## config.mk

```make
export PLATFORM = sky130hd
export DESIGN_NAME = uart_rx_ctrl
export DESIGN_NICKNAME = d
export VERILOG_FILES = /design/src/rtl/uart_rx_ctrl.sv
export SDC_FILE = /design/constraint.sdc
export NUM_CORES = 1
export LEC_CHECK = 0
export CORE_ASPECT_RATIO = 0.5
export CORE_UTILIZATION = 40
export DETAILED_ROUTE_END_ITERATION = 12
export GPL_ROUTABILITY_DRIVEN = 0
export HOLD_SLACK_MARGIN = 0.05
export SYNTH_ARGS = -nofsm -noshare
export SYNTH_HDL_FRONTEND = slang
export SYNTH_SLANG_ARGS = --single-unit
```

## constraint.sdc

```tcl
create_clock -name clk_i -period 5.75 [get_ports clk_i]
set_input_delay 1.15 -clock clk_i [delete_from_list [all_inputs] [get_ports clk_i]]
set_output_delay 1.15 -clock clk_i [all_outputs]
set_load 0.1 [all_outputs]
```

## src/rtl/uart_rx_ctrl.sv

```systemverilog
// Receive-side controller for a uart_rx core. It arms the core only after the line has
// idled for one bit time, then buffers received bytes in a first-word-fall-through FIFO.
module uart_rx_ctrl #(
    parameter  int DEPTH        = 16,
    parameter  int TIMEOUT_BITS = 32,
    parameter  int MIN_CPB      = 4,
    localparam int AW           = $clog2(DEPTH),
    localparam int LW           = AW + 1
) (
    input  logic          clk_i,
    input  logic          rst_i,
    input  logic          cfg_en_i,
    input  logic [15:0]   cfg_cpb_i,
    input  logic [LW-1:0] cfg_wm_i,
    input  logic          clr_i,
    input  logic          rx_i,
    output logic          core_rst_no,
    output logic [15:0]   core_cpb_o,
    input  logic          core_dv_i,
    input  logic [7:0]    core_byte_i,
    output logic          rd_valid_o,
    output logic [7:0]    rd_data_o,
    input  logic          rd_ready_i,
    output logic [LW-1:0] level_o,
    output logic          wm_irq_o,
    output logic          overflow_o,
    output logic          timeout_o,
    output logic          active_o
);

    localparam int TW = $clog2(TIMEOUT_BITS + 1);
    localparam logic [15:0]   MIN_CPB_W = 16'(MIN_CPB);
    localparam logic [TW-1:0] TO_W      = TW'(TIMEOUT_BITS);
    localparam logic [LW-1:0] DEPTH_W   = LW'(DEPTH);

    typedef enum logic [1:0] {
        S_OFF = 2'd0,
        S_ARM = 2'd1,
        S_RUN = 2'd2
    } state_t;

    state_t          state_reg;
    logic [15:0]     cpb_reg;
    logic [15:0]     idle_cnt_reg;
    logic            core_rst_n_reg;
    logic            active_reg;
    logic [1:0]      sync_reg;
    logic            rx_sync;
    logic [15:0]     cpb_floor;
    logic [15:0]     cpb_last;

    logic [7:0]      mem [DEPTH];
    logic [AW-1:0]   wr_ptr_reg;
    logic [AW-1:0]   rd_ptr_reg;
    logic [LW-1:0]   level_reg;
    logic [7:0]      head_reg;
    logic [AW-1:0]   wr_ptr_next;
    logic [AW-1:0]   rd_ptr_next;
    logic [LW-1:0]   level_next;

    logic            rd_valid;
    logic            full;
    logic            push_req;
    logic            pop;
    logic            push;
    logic            drop;

    logic            overflow_reg;
    logic            timeout_reg;
    logic [15:0]     cyc_cnt_reg;
    logic [TW-1:0]   bit_cnt_reg;

    // The pad is asynchronous; two flops, idle-high out of reset.
    always_ff @(posedge clk_i or posedge rst_i) begin
        if (rst_i) begin
            sync_reg <= 2'b11;
        end else begin
            sync_reg <= {sync_reg[0], rx_i};
        end
    end

    assign rx_sync   = sync_reg[1];
    assign cpb_floor = (cfg_cpb_i < MIN_CPB_W) ? MIN_CPB_W : cfg_cpb_i;
    assign cpb_last  = cpb_reg - 16'd1;

    always_ff @(posedge clk_i or posedge rst_i) begin
        if (rst_i) begin
            state_reg      <= S_OFF;
            cpb_reg        <= MIN_CPB_W;
            idle_cnt_reg   <= '0;
            core_rst_n_reg <= 1'b0;
            active_reg     <= 1'b0;
        end else begin
            case (state_reg)
                S_OFF: begin
                    if (cfg_en_i) begin
                        cpb_reg        <= cpb_floor;
                        idle_cnt_reg   <= '0;
                        core_rst_n_reg <= 1'b1;
                        state_reg      <= S_ARM;
                    end
                end
                S_ARM: begin
                    if (!cfg_en_i) begin
                        core_rst_n_reg <= 1'b0;
                        state_reg      <= S_OFF;
                    end else if (!rx_sync) begin
                        idle_cnt_reg <= '0;
                    end else if (idle_cnt_reg == cpb_last) begin
                        active_reg <= 1'b1;
                        state_reg  <= S_RUN;
                    end else begin
                        idle_cnt_reg <= idle_cnt_reg + 16'd1;
                    end
                end
                S_RUN: begin
                    if (!cfg_en_i) begin
                        core_rst_n_reg <= 1'b0;
                        active_reg     <= 1'b0;
                        state_reg      <= S_OFF;
                    end
                end
                default: begin
                    core_rst_n_reg <= 1'b0;
                    active_reg     <= 1'b0;
                    state_reg      <= S_OFF;
                end
            endcase
        end
    end

    assign rd_valid = (level_reg != '0);
    assign full     = (level_reg == DEPTH_W);
    assign push_req = core_dv_i && (state_reg == S_RUN);
    assign pop      = rd_valid && rd_ready_i;
    // A full FIFO still accepts a byte when the head leaves in the same cycle.
    assign push     = push_req && (!full || pop);
    assign drop     = push_req && full && !pop;

    always_comb begin
        wr_ptr_next = wr_ptr_reg;
        rd_ptr_next = rd_ptr_reg;
        level_next  = level_reg;
        if (push) begin
            wr_ptr_next = wr_ptr_reg + AW'(1);
        end
        if (pop) begin
            rd_ptr_next = rd_ptr_reg + AW'(1);
        end
        case ({push, pop})
            2'b10:   level_next = level_reg + LW'(1);
            2'b01:   level_next = level_reg - LW'(1);
            default: level_next = level_reg;
        endcase
    end

    always_ff @(posedge clk_i) begin
        if (push && !clr_i) begin
            mem[wr_ptr_reg] <= core_byte_i;
        end
    end

    always_ff @(posedge clk_i or posedge rst_i) begin
        if (rst_i) begin
            wr_ptr_reg <= '0;
            rd_ptr_reg <= '0;
            level_reg  <= '0;
            head_reg   <= '0;
        end else if (clr_i) begin
            wr_ptr_reg <= '0;
            rd_ptr_reg <= '0;
            level_reg  <= '0;
            head_reg   <= '0;
        end else begin
            wr_ptr_reg <= wr_ptr_next;
            rd_ptr_reg <= rd_ptr_next;
            level_reg  <= level_next;
            // The registered head bypasses the array when the incoming byte becomes the head.
            if (level_next == '0) begin
                head_reg <= '0;
            end else if (push && ((level_reg == '0) || ((level_reg == LW'(1)) && pop))) begin
                head_reg <= core_byte_i;
            end else begin
                head_reg <= mem[rd_ptr_next];
            end
        end
    end

    always_ff @(posedge clk_i or posedge rst_i) begin
        if (rst_i) begin
            overflow_reg <= 1'b0;
            timeout_reg  <= 1'b0;
            cyc_cnt_reg  <= '0;
            bit_cnt_reg  <= '0;
        end else begin
            if (clr_i) begin
                overflow_reg <= 1'b0;
            end else if (drop) begin
                overflow_reg <= 1'b1;
            end

            if (clr_i) begin
                timeout_reg <= 1'b0;
            end else if ((state_reg == S_RUN) && rd_valid && (bit_cnt_reg == TO_W)) begin
                timeout_reg <= 1'b1;
            end

            // Idle bit-time measurement restarts on any FIFO activity.
            if (clr_i || push || pop || !rd_valid || (state_reg != S_RUN)) begin
                cyc_cnt_reg <= '0;
                bit_cnt_reg <= '0;
            end else if (bit_cnt_reg != TO_W) begin
                if (cyc_cnt_reg == cpb_last) begin
                    cyc_cnt_reg <= '0;
                    bit_cnt_reg <= bit_cnt_reg + TW'(1);
                end else begin
                    cyc_cnt_reg <= cyc_cnt_reg + 16'd1;
                end
            end
        end
    end

    assign core_rst_no = core_rst_n_reg;
    assign core_cpb_o  = cpb_reg;
    assign rd_valid_o  = rd_valid;
    assign rd_data_o   = head_reg;
    assign level_o     = level_reg;
    assign wm_irq_o    = (cfg_wm_i != '0) && (level_reg >= cfg_wm_i);
    assign overflow_o  = overflow_reg;
    assign timeout_o   = timeout_reg;
    assign active_o    = active_reg;

endmodule

```

==> results.toml <==
[run]
max_cap_viol_count = 0

[power]
p_sw_share_pct = 36.3
ir_worst_vdd_v = 0.000451
p_int_uw = 2880
switchingPower_uw = 1640
combPwrFrac_pct = 28.5
clkPwrFrac_pct = 29.9
power_density_nw_per_um2 = 354
seqPwrFrac_pct = 41.7
power_leakage_uw = 0.00448

[floorplanning]
io_pins = 71
start_util_pct = 41.6
die_y_um = 120
num_rows = 42
die_area_um2 = 28700
die-width_um = 239
coreArea_um2 = 27000

[clock_network]
postCtsHoldBufs = 0
clkLatencyLatePin_ps = 520
post_cts_buffers = 0
cts_htree_levels = 1
tritoncts = "built"
cts_inserted_buffers = 21
clk_pin_slew_ps = 60
root_buffer = "clkbuf_16"
cts.sinks = 211
clockBufferDepth = 3
cts_resized = 0

[sta]
fin_crit_ps = 4800
fin_skew_ps = 12.9
fmax_ghz = 0.208
finalSetupTns_ps = 0
fin_crit_sh_pct = 83.4
rsz0062_at_grt = "false"
hold_viol_final = 0
tightest_slew_ps = 1230
finalSetupViolCount = 0
slew_headroom_pct = 17.4
holdWs_ps = 356
drv_slew = 0

[route]
drt-initial-drc-count = 794
wirelength_mm = 28.0
via_per_inst = 5.73
vias = 8477
top_layer_used = "met4"
met3_wirelength_mm = 1.70
ant_nets = 0
wl_per_cell_um = 18.9
drc = 0
wl_met1_mm = 12.7
dr_wl_met2_mm = 13.1
drt-pass1-iter-count = 6

[synthesis]
synth-adder-area-share_pct = 2.68
synth_edf_count = 128
synth-main-ff-cell = "edfxtp_1"
ys_seq_elements = 211
synth-async-reset-ratio_pct = 39.3
synth_fp_nets = 1125
synth_cell_types = 77
yosysSeqAreaShare_pct = 52.9
synth_warnings = 0
netlist.top_cell.by_area = "edfxtp_1"
syn_avg_cell_area_um2 = 10.5
synth_top_area_share_pct = 34.3
yosys.area_share.simple_pct = 18.6
synth_mux_area_share_pct = 2.26
synth_xor_area_share_pct = 5.54
synth-compound-area-share_pct = 14.0
synth_area_um2 = 11200
synth_top_family_by_area = "simple AND/OR/NAND/NOR gates"
synth.area.top_cells = "edfxtp_1 (34%), dfrtp_1 (18%), nand2_1 (3.9%), xnor2_1 (3.1%), nand3_1 (3.1%)"
synthesis.instances = 1065

[global_route]
overflow = 0
grt_max_degree = 69
grt_pass1_wl_mm = 44.1
antenna_found_initial = 1
grt_pass1_vias = 8040
grt_use_total_pct = 19.5

[setup_path]
crit_path_start = "cfg_wm_i[0]"
end_kind = "primary output"
worstSetupPathType = "input port to primary output"
path_max_fanout = 2
r2r-start = "core_cpb_o[0]"
worstPathArrival_ps = 3650
crit_required_ps = 4600
critPathLaunchType = "input port"

[finish]
final_util_pct = 47.4
largest_reg_flops = 128
area_growth_pct = 13.9
drive_gt1_share_pct = 7.06
regMostFlops = "mem"
nets = 1150
final_cells = 1480

[hold_path]
holdCritStartpoint = "sync_reg[0]"
hp-class = "register to register"

[placement]
io_buffers = 70
place_hpwl_mm = 18.9
place_inst = 1441

[status]
status = "completed"
## through the flow
| stage | total power, µW | area, µm² | worst slack, ps |
|---|---|---|---|
| 2_1_floorplan | 2880 | 11200 | 1170 |
| 3_3_place_gp | 3180 | 12100 | 1020 |
| 3_5_place_dp | 3190 | 12100 | 950 |
| 4_1_cts | 4550 | 12800 | 958 |
| 5_1_grt | 4700 | 12800 | 887 |
| 6_report | 4520 | 12800 | 952 |
## cell usage in the layout, fill, tap and decap left out, drive strengths merged, types with 18 or more instances in the layout
cell,Yosys,routed
edfxtp,128,128
nand2,117,117
dfrtp,80,80
nor2,73,73
clkdlybuf4s50,0,70
nand3,69,69
o21ai,51,51
xnor2,41,41
o221ai,34,34
inv,34,34
o22ai,33,33
clkbuf,46,32
nor3,30,30
ha,24,24
a21oi,21,21
mux2,18,18
## power groups by stage
stage	Clock [µW]	Combinational, µW	Sequential, µW
after CTS	1380	1290	1880
after global routing	1440	1360	1900
after floorplan	0	655	2230
after detailed placement	0	1280	1910
final	1350	1290	1880
after global placement	0	1270	1910
## cells in the mapped netlist, types with 13 or more instances
cell      count
a21oi_1      21
nand3_1      69
nor3_1       30
xor2_1       16
inv_1        33
edfxtp_1    128
and2_1       16
o22ai_1      33
nor2_1       72
nand2_1     117
o221ai_1     34
a31oi_1      17
clkbuf_1     46
xnor2_1      40
o21ai_0      48
ha_1         24
buf_2        21
nor4_1       13
dfrtp_1      80
mux2_2       18
## per-layer routing
layer,track usage [%],vias up
met3,3.65,30
met5,0,-
met4,4.25,0
met1,27.0,4181
li1,-,4017
met2,31.9,249
## area by class of cell
class                   count  area, µm²
diodes                      1       2.50
clock buffers              32        597
clock inverters             6       53.8
fillers                  2430      14200
inverters                  34        129
multi-input cells         744       4830
flip-flops and latches    211       5930
well taps                 374        468
repair buffers             78        761
## critical path, stage by stage
cell             delay, ps
clkdlybuf4s50_1        430
ha_1                   290
nand2b_1               140
a21oi_1                150
nor2b_1                 60
o21ai_0                160
nand2b_1                70
a21oi_1                150
a21oi_1                 60
clkdlybuf4s50_1        980
## logic make-up (layout without fill, tap and decap cells)
logic type	count (synthesis)	in the layout
adder cells (fa/ha/maj)	24	24
buffers and inverters	110	150
AO/OA/AOI/OAI	227	227
XOR/XNOR	62	62
flip-flops	211	211
AND/OR/NAND/NOR	408	408
multiplexers	23	23
other	0	1
## final timing paths
kind / endpoint / slack, ps / depth (start not counted)
worst max register to register: idle_cnt_reg[1] / 1710 / 8
max in group asynchronous: rd_ptr_reg[0] / 3620 / 3
worst max-delay path: wm_irq_o / 950 / 10
worst min-delay path: sync_reg[1] / 360 / 0
min in group asynchronous: active_o / 1040 / 2
worst min register to register: sync_reg[1] / 360 / 0
No activity file was read; power rests on OpenSTA's default activity.
